## src/rtl/data_bus_bridge_if.sv

```systemverilog
// Data-bus side of the MIPS M-stage bridge.
//
// Handshake: the master raises bus_req together with bus_wr, bus_addr and
// bus_wdata, and holds all four stable until the slave answers with bus_gnt.
// A request is accepted on the rising edge of a cycle where bus_req and bus_gnt
// are both high. Reads are split: after the read is accepted the master drops
// bus_req and waits for a single bus_rvalid pulse carrying bus_rdata.
// bus_gnt and bus_rvalid are ignored whenever the master is not expecting them.
`timescale 1ns/1ps

interface data_bus_bridge_if #(
    parameter int AW = 32
) ();
    logic          bus_req;
    logic          bus_wr;
    logic [AW-1:0] bus_addr;
    logic [31:0]   bus_wdata;
    logic          bus_gnt;
    logic          bus_rvalid;
    logic [31:0]   bus_rdata;

    // Bridge side: issues requests, consumes grants and read data.
    modport master (
        output bus_req,
        output bus_wr,
        output bus_addr,
        output bus_wdata,
        input  bus_gnt,
        input  bus_rvalid,
        input  bus_rdata
    );

    // Memory / interconnect side.
    modport slave (
        input  bus_req,
        input  bus_wr,
        input  bus_addr,
        input  bus_wdata,
        output bus_gnt,
        output bus_rvalid,
        output bus_rdata
    );
endinterface

```

## src/rtl/data_bus_bridge.sv

```systemverilog
// data_bus_bridge: turns the MIPS M-stage load/store requests into a
// req/gnt/rvalid data-bus transaction.
// Stores are posted into a small circular write buffer and drained in the
// background, so a store only stalls the core when the buffer is full.
// Loads stall the core until the buffer has drained and the read data has come
// back; draining first gives read-after-write ordering with no address compare.
`timescale 1ns/1ps

module data_bus_bridge #(
    parameter int WB_DEPTH = 4,
    parameter int AW       = 32
) (
    input  logic                      clk,
    input  logic                      rst,
    // core side (M stage)
    input  logic                      memenM,
    input  logic                      memwriteM,
    input  logic [AW-1:0]             aluoutM,
    input  logic [31:0]               writedataM,
    output logic [31:0]               readdataM,
    output logic                      stallM,
    // data bus
    data_bus_bridge_if.master         bus,
    // debug visibility of the bus FSM and the write buffer
    output logic [1:0]                dbgState,
    output logic [$clog2(WB_DEPTH):0] dbgCount,
    output logic                      dbgDone
);
    localparam int PW = $clog2(WB_DEPTH);
    localparam int CW = PW + 1;
    localparam logic [CW-1:0] FULL = CW'(WB_DEPTH);

    typedef enum logic [1:0] {
        IDLE = 2'd0,
        WR   = 2'd1,
        RD   = 2'd2,
        RDW  = 2'd3
    } busStateT;

    busStateT state;
    busStateT nextState;

    // write buffer storage and bookkeeping
    logic [AW-1:0] wbAddr [WB_DEPTH];
    logic [31:0]   wbData [WB_DEPTH];
    logic [PW-1:0] head;
    logic [PW-1:0] tail;
    logic [CW-1:0] count;

    // load completion flag: high for the single cycle the core consumes readdataM
    logic done;

    logic          loadReq;
    logic          storeReq;
    logic          wbFull;
    logic          push;
    logic          pop;
    logic          capture;
    logic [AW-1:0] wordAddr;
    logic          addrLowUnused;

    // The two low address bits select a byte within the word and play no part
    // on a word-wide bus.
    assign addrLowUnused = ^aluoutM[1:0];
    assign wordAddr      = {aluoutM[AW-1:2], 2'b00};

    assign loadReq  = memenM & ~memwriteM;
    assign storeReq = memenM & memwriteM;

    // Fullness comes from the registered count only, so a pop in the same
    // cycle never lets a push into a full buffer.
    assign wbFull = (count == FULL);
    assign push   = storeReq & ~wbFull;

    // Stall a load until its data has been captured, and a store while the
    // buffer is full. Held low while reset is asserted.
    assign stallM = rst & ((loadReq & ~done) | (storeReq & wbFull));

    assign dbgState = state;
    assign dbgCount = count;
    assign dbgDone  = done;

    // Bus FSM state register.
    always_ff @(posedge clk or negedge rst) begin
        if (!rst) begin
            state <= IDLE;
        end else begin
            state <= nextState;
        end
    end

    // Bus FSM next state and bus outputs; writes are always served before reads.
    always_comb begin
        nextState     = state;
        bus.bus_req   = 1'b0;
        bus.bus_wr    = 1'b0;
        bus.bus_addr  = '0;
        bus.bus_wdata = '0;
        pop           = 1'b0;
        capture       = 1'b0;
        case (state)
            IDLE: begin
                if (count != '0) begin
                    nextState = WR;
                end else if (loadReq && !done) begin
                    nextState = RD;
                end
            end
            WR: begin
                // head entry cannot move while waiting, so the request is stable
                bus.bus_req   = 1'b1;
                bus.bus_wr    = 1'b1;
                bus.bus_addr  = wbAddr[head];
                bus.bus_wdata = wbData[head];
                if (bus.bus_gnt) begin
                    pop       = 1'b1;
                    nextState = IDLE;
                end
            end
            RD: begin
                // the core is stalled, so aluoutM is held for the whole request
                bus.bus_req  = 1'b1;
                bus.bus_addr = wordAddr;
                if (bus.bus_gnt) begin
                    nextState = RDW;
                end
            end
            RDW: begin
                if (bus.bus_rvalid) begin
                    capture   = 1'b1;
                    nextState = IDLE;
                end
            end
            default: begin
                nextState = IDLE;
            end
        endcase
    end

    // Write buffer pointers and occupancy; simultaneous push and pop cancel out.
    always_ff @(posedge clk or negedge rst) begin
        if (!rst) begin
            head  <= '0;
            tail  <= '0;
            count <= '0;
        end else begin
            if (push) begin
                tail <= tail + 1'b1;
            end
            if (pop) begin
                head <= head + 1'b1;
            end
            case ({push, pop})
                2'b10:   count <= count + 1'b1;
                2'b01:   count <= count - 1'b1;
                default: count <= count;
            endcase
        end
    end

    // Write buffer payload; entries are only meaningful between head and tail.
    always_ff @(posedge clk) begin
        if (push) begin
            wbAddr[tail] <= wordAddr;
            wbData[tail] <= writedataM;
        end
    end

    // Load data capture and the one-cycle done pulse that releases the stall.
    always_ff @(posedge clk or negedge rst) begin
        if (!rst) begin
            readdataM <= '0;
            done      <= 1'b0;
        end else begin
            if (capture) begin
                readdataM <= bus.bus_rdata;
            end
            done <= capture;
        end
    end
endmodule

```

## src/flat_wrapper.sv

```systemverilog
// flat-port wrapper written by rule: the top's interface ports become plain ports
module data_bus_bridge_flat 
#(
    parameter int WB_DEPTH = 4,
    parameter int AW       = 32
)
  (clk, rst, memenM, memwriteM, aluoutM, writedataM, readdataM, stallM, dbgState, dbgCount, dbgDone, bus_bus_req, bus_bus_wr, bus_bus_addr, bus_bus_wdata, bus_bus_gnt, bus_bus_rvalid, bus_bus_rdata);
  data_bus_bridge_if #(.AW(AW)) bus_i ();
  input  logic clk;
  input  logic rst;
  input  logic memenM;
  input  logic memwriteM;
  input  logic [AW-1:0] aluoutM;
  input  logic [31:0] writedataM;
  output logic [31:0] readdataM;
  output logic stallM;
  output logic [1:0] dbgState;
  output logic [$clog2(WB_DEPTH):0] dbgCount;
  output logic dbgDone;
  output wire logic [$bits(bus_i.bus_req)-1:0] bus_bus_req;
  output wire logic [$bits(bus_i.bus_wr)-1:0] bus_bus_wr;
  output wire logic [$bits(bus_i.bus_addr)-1:0] bus_bus_addr;
  output wire logic [$bits(bus_i.bus_wdata)-1:0] bus_bus_wdata;
  input wire logic [$bits(bus_i.bus_gnt)-1:0] bus_bus_gnt;
  input wire logic [$bits(bus_i.bus_rvalid)-1:0] bus_bus_rvalid;
  input wire logic [$bits(bus_i.bus_rdata)-1:0] bus_bus_rdata;
  assign bus_bus_req = bus_i.bus_req;
  assign bus_bus_wr = bus_i.bus_wr;
  assign bus_bus_addr = bus_i.bus_addr;
  assign bus_bus_wdata = bus_i.bus_wdata;
  assign bus_i.bus_gnt = bus_bus_gnt;
  assign bus_i.bus_rvalid = bus_bus_rvalid;
  assign bus_i.bus_rdata = bus_bus_rdata;
  data_bus_bridge #(.WB_DEPTH(WB_DEPTH), .AW(AW)) u_core (.clk(clk), .rst(rst), .memenM(memenM), .memwriteM(memwriteM), .aluoutM(aluoutM), .writedataM(writedataM), .readdataM(readdataM), .stallM(stallM), .bus(bus_i), .dbgState(dbgState), .dbgCount(dbgCount), .dbgDone(dbgDone));
endmodule
```

## config.mk

```make
export PLATFORM = sky130hd
export DESIGN_NAME = data_bus_bridge_flat
export DESIGN_NICKNAME = d
export VERILOG_FILES = /design/src/rtl/data_bus_bridge_if.sv /design/src/rtl/data_bus_bridge.sv /design/src/flat_wrapper.sv
export SDC_FILE = /design/constraint.sdc
export NUM_CORES = 1
export LEC_CHECK = 0
export ABC_AREA = 1
export BUFFER_PORTS_ARGS = -buffer_cell sky130_fd_sc_hd__buf_2
export CAP_MARGIN = 20
export CELL_PAD_IN_SITES_DETAIL_PLACEMENT = 1
export CELL_PAD_IN_SITES_GLOBAL_PLACEMENT = 2
export CORE_ASPECT_RATIO = 0.5
export CORE_MARGIN = 4
export CORE_UTILIZATION = 32
export CTS_CLUSTER_SIZE = 14
export DETAILED_ROUTE_END_ITERATION = 10
export HOLD_SLACK_MARGIN = 0.03
export PLACE_DENSITY = 0.77
export SETUP_SLACK_MARGIN = 0.3
export SYNTH_ARGS = -nofsm -noshare
export SYNTH_HDL_FRONTEND = slang
export SYNTH_SLANG_ARGS = --single-unit
```

## constraint.sdc

```tcl
create_clock -name clk -period 3.57 [get_ports clk]
set_input_delay 0.714 -clock clk [delete_from_list [all_inputs] [get_ports clk]]
set_output_delay 0.714 -clock clk [all_outputs]
set_load 0.1 [all_outputs]
```

## Yosys cells after proc, flatten, opt, wreduce, memory -nomap -nowiden

Memories as Yosys holds them, arrays and structs flattened.
Cells that the tools add are included.
W data, S select, Z words.

- Muxes and demuxes: 17
- Reduce and logical (&&, ||, !) cells: 7
- Bitwise operators: 10
- Add/subtract/negate cells: 4
- Eq/ne operators: 10

Operator list:

| kind | number |
|---|---|
| $pmux W32 S2 | 1 |
| $mux W32 | 1 |
| $mux W2 | 5 |
| $mux W1 | 8 |
| $pmux W2 S4 | 1 |
| $and A1 B1 Y1 | 6 |
| $eq A2 B2 Y1 const B | 3 |
| $ne A2 B2 Y1 const B | 3 |
| $pmux W3 S2 | 1 |
| $add A2 B1 Y2 const B | 2 |
| $eq A2 B1 Y1 const B | 2 |
| $reduce_and A4 Y1 | 1 |
| $add A3 B1 Y3 const B | 1 |
| $eq A3 B3 Y1 const B | 1 |
| $ne A3 B1 Y1 const B | 1 |
| $not A1 Y1 | 3 |
| $reduce_bool A3 Y1 | 1 |
| $sub A3 B1 Y3 const B | 1 |
| $logic_not A2 Y1 | 1 |
| $reduce_bool A2 Y1 | 1 |
| $reduce_or A2 Y1 | 1 |
| $logic_and A1 B1 Y1 | 1 |
| $logic_not A1 Y1 | 1 |
| $or A1 B1 Y1 | 1 |

- Logic and storage cells: 56
- RAM bits: 248
- Memories: 2
- Flip-flop bits (word level): 42

Memories:

| memory | words | width | rd ports | clocked after memory_dff | wr ports | RTL line | text |
|---|---|---|---|---|---|---|---|
| u_core.wbData | 4 | 32 | 1 | 0 | 1 | data_bus_bridge.sv:45 | `logic [31:0] wbData [WB_DEPTH];` |
| u_core.wbAddr | 4 | 30 | 1 | 0 | 1 | data_bus_bridge.sv:44 | `logic [AW-1:0] wbAddr [WB_DEPTH];` |

## Depth between registers and ports, before layout

- Word-level depth: 6
- Gate-level depth with buffers: 11

## Worst setup path after synthesis

Ideal clock, no wire load.

- Path kind: register -> output
- From: register u_core.state[0], in the netlist u_core.dbgState[0]
- To: output bus_bus_addr[10]
- Slack: -1.132 ns
- Path buffers: 2
- Arrival: 3.988 ns
- Data required time: 2.856 ns
- Cell stages (with the launch flop): 6
- Path through: dfrtp_1 > ha_1 > clkbuf_1 > buf_1 > nand2_1 > a21oi_1

- Word-level cells in the longest chain between the ends: 2

Ends and longest elaborated chain:

| element | RTL line | text |
|---|---|---|
| from (decl) | data_bus_bridge.sv:40 | `busStateT state;` |
| from (signal assigned) | data_bus_bridge.sv:88 | `state <= nextState;` |
| $eq A2 B2 Y1 or $eq A2 B1 Y1 (tied branches) | data_bus_bridge.sv:101 | `case (state)` |
| $pmux W32 S2 (*) | data_bus_bridge.sv:101 |  |
| to (decl) | flat_wrapper.sv:22 | `output wire logic [$bits(bus_i.bus_addr)-1:0] bus_bus_addr;` |

Mark *: on every way between the ends. The rest lies on a longest branch, timed or not.

## Worst setup path after layout

- From: register u_core.head[0]
- To: output bus_bus_wdata[2]

- Word-level cells in the longest chain between the ends: 2

Ends and longest elaborated chain:

| element | RTL line | text |
|---|---|---|
| from (decl) | data_bus_bridge.sv:46 | `logic [PW-1:0] head;` |
| from (signal assigned) | data_bus_bridge.sv:151 | `head <= head + 1'b1;` |
| $mem_v2 Z4 W32 | - |  |
| $mux W32 | data_bus_bridge.sv:101 |  |
| to (decl) | flat_wrapper.sv:23 | `output wire logic [$bits(bus_i.bus_wdata)-1:0] bus_bus_wdata;` |

Every way passes these cells.

==> run metrics <==
register area share after synthesis 0.6935; core footprint between 30000 and 40000 sq um; WL final 33.82 mm; status complete, no violations; post-route DRC violation count 0; CTS-repair resized insts 25; placed insts around 1900; largest net degree at the start of global routing around 130; Fin. Hold Viols 0; part of the cycle the worst path needs 0.9310; min Tclk post-route between 3000 and 4000 ps; crit start category register; Rel. slew slack 0.5434; FP Rows 50; drt pass-1 iters 4; routed vias/inst ~4.6; routability cong. just over 0.7; Worst Path Buf+Inv 2; Ports 207; port buffer count 202; critical path capture point type output pin; crit path kind reg -> out; CP Cell Sequence buf_16 -> nor2_1 -> nor2_1 -> o21ai_0 -> a21oi_4 -> buf_2; final slew viol count 0; Critical Path Max Stage Delay 450 ps; Top Layer Used met5; Final Setup Violations 0; Clk Latency, worst-skew pair about 540 ps; H-tree depth 1; CTS tree done; Mean Syn Cell Area between 10 and 15 sq um; Post-DP Area 15090 sq um; root buffer cell clkbuf_16; Area Growth Syn to Fin 31.07%; most frequent CP cell nor2_1; deepest clock path buffer count 3; Max Fclk ~300 MHz; wire length on met2 around 19 mm; fin area between 15000 and 20000 sq um; Worst path top cell family by delay buffers and inverters; DP Wirelength about 21 mm; synthesized area about 12000 sq um; Synth cell types 23; met1 wire length between 10 and 15 mm; Total Routing Usage GR 0.1598; Clock transition at path regs approximately 60 ps; Worst Path Arrival between 2000 and 3000 ps; Max-Cap Viols 0; share of layout cells above drive strength 1 0.2466; met3 wire length ~1.1 mm; Avg WL per Cell 17.79 microns; final cell count without fillers ~1900; initial antenna violation count 4; slowest CP cell buf_2; HP Class in -> async; FF+latch count, synth 290; Core Util, Final 0.4272; total die area approximately 42000 sq um; Num CTS Buffers 29; vias 8795; Worst Tran Pin Value between 600 and 700 ps; Die Wd around 280 microns; Data required, critical path between 2000 and 3000 ps; Post-DRT Antenna Nets 0; synthesized instance count around 1200; Starting Density 0.3259; first-pass GRT wire length approximately 53 mm; CTS Hold Bufs 0; Setup Skew 15.65 ps; Post-CTS Setup Inserts 0; nets roughly 1500; Yosys Warn Count 0; Iter 0 DRT Violations roughly 420; Crit Path Max Fanout around 130; vias in the first global route between 9000 and 10000; RSZ-0062 raised after global routing yes; worst hold margin between 200 and 300 ps; grt ovf 0; chip height approximately 150 microns; CTS Sinks 290
-- path summary, 6_finish.rpt --
check,end,slack [ps],depth (start not counted),from
min,u_core.readdataM[12],270,2,rst
min reg2reg,u_core.readdataM[6],470,2,u_core.readdataM[6]
max,bus_bus_wdata[2],250,6,u_core.head[0]
min in group clk,u_core.readdataM[21],370,3,bus_bus_rdata[21]
max reg2reg,u_core.dbgCount[2],960,11,u_core.dbgState[1]
max in group asynchronous,u_core.head[0],2860,2,rst
-- cell usage in the layout (no fill, tap or decap), types with 6 or more instances in the layout --
master     instances
buf_2            142
o21ai_0           50
buf_4             38
nor2_1           135
nand2_1          319
inv_1            138
nand3_1           64
a21oi_4           60
o21ai_1           17
clkbuf_16         29
clkbuf_1           7
edfxtp_1         248
ha_1               8
dfrtp_1           38
clkinv_2           6
buf_12            38
-- registers in the layout, summed over array words and instances (netlist names) --
register	flops
u_core.dbgCount	3
u_core.wbData	128
u_core.readdataM	32
u_core.tail	2
u_core.wbAddr	120
u_core.dbgDone	1
u_core.dbgState	2
u_core.head	2
-- routing by layer --
layer / global-route usage / vias up
li1: - / 4177
met1: 0.1769 / 4460
met2: 0.3167 / 105
met3: 0.02808 / 49
met4: 0.03881 / 4
met5: 0 / -
-- cell usage after synthesis, drive strengths merged --
library cell / number / share of area
clkbuf: 32 / 0.0098
nand3: 64 / 0.026
edfxtp: 248 / 0.61
conb: 1 / 0.00031
fa: 1 / 0.0016
buf: 29 / 0.016
o21ai: 67 / 0.027
xnor2: 1 / 0.00071
nand3b: 1 / 0.00061
ha: 10 / 0.010
nor2: 139 / 0.043
nand4: 1 / 0.00051
inv: 142 / 0.043
a21boi: 1 / 0.00061
dfrtp: 42 / 0.086
nand2: 319 / 0.098
a21oi: 65 / 0.027
xor2: 3 / 0.0021
-- stage by stage --
step | worst slack, ps | TNS (ps)
floorplan | -6.148 | -1525
global placement | 880.0 | 0
finish | 246.5 | 0
detailed placement | 840.2 | 0
global route | 169.6 | 0
CTS | 224.4 | 0
-- area by class of cell --
cell class	count	area, sq um
Fill cell	4093	21540
Clock buffer	38	779.5
Inverter	142	535.5
Clock inverter	9	68.82
Tap cell	520	650.6
Timing Repair Buffer	226	1861
Antenna cell	2	5.005
Multi-Input combinational cell	674	3651
Sequential cell	290	8511
-- kinds of logic after synthesis --
logic type      count (synthesis)  share of synthesized area
simple gates                  524                     0.1676
other cells                     1                  0.0003060
compound gates                133                    0.05452
xor+xnor                        4                   0.002859
fa+ha+maj                      11                    0.01184
buf+inv                       203                    0.06943
flops                         290                     0.6935
-- worst register-to-register path, delay by kind of cell, from the launching register on --
kind | cells | cell delay [ps]
buffers and inverters | 4 | 760
adders and majority gates | 3 | 690
DFF | 1 | 500
AOI/OAI and AO/OA | 2 | 240
xor gates and xnor gates | 1 | 160
and+or+nand+nor | 1 | 150
Power is left out: the tool's default activity adds up to more than one toggle a clock period on the data nets, which glitch-free logic cannot reach.
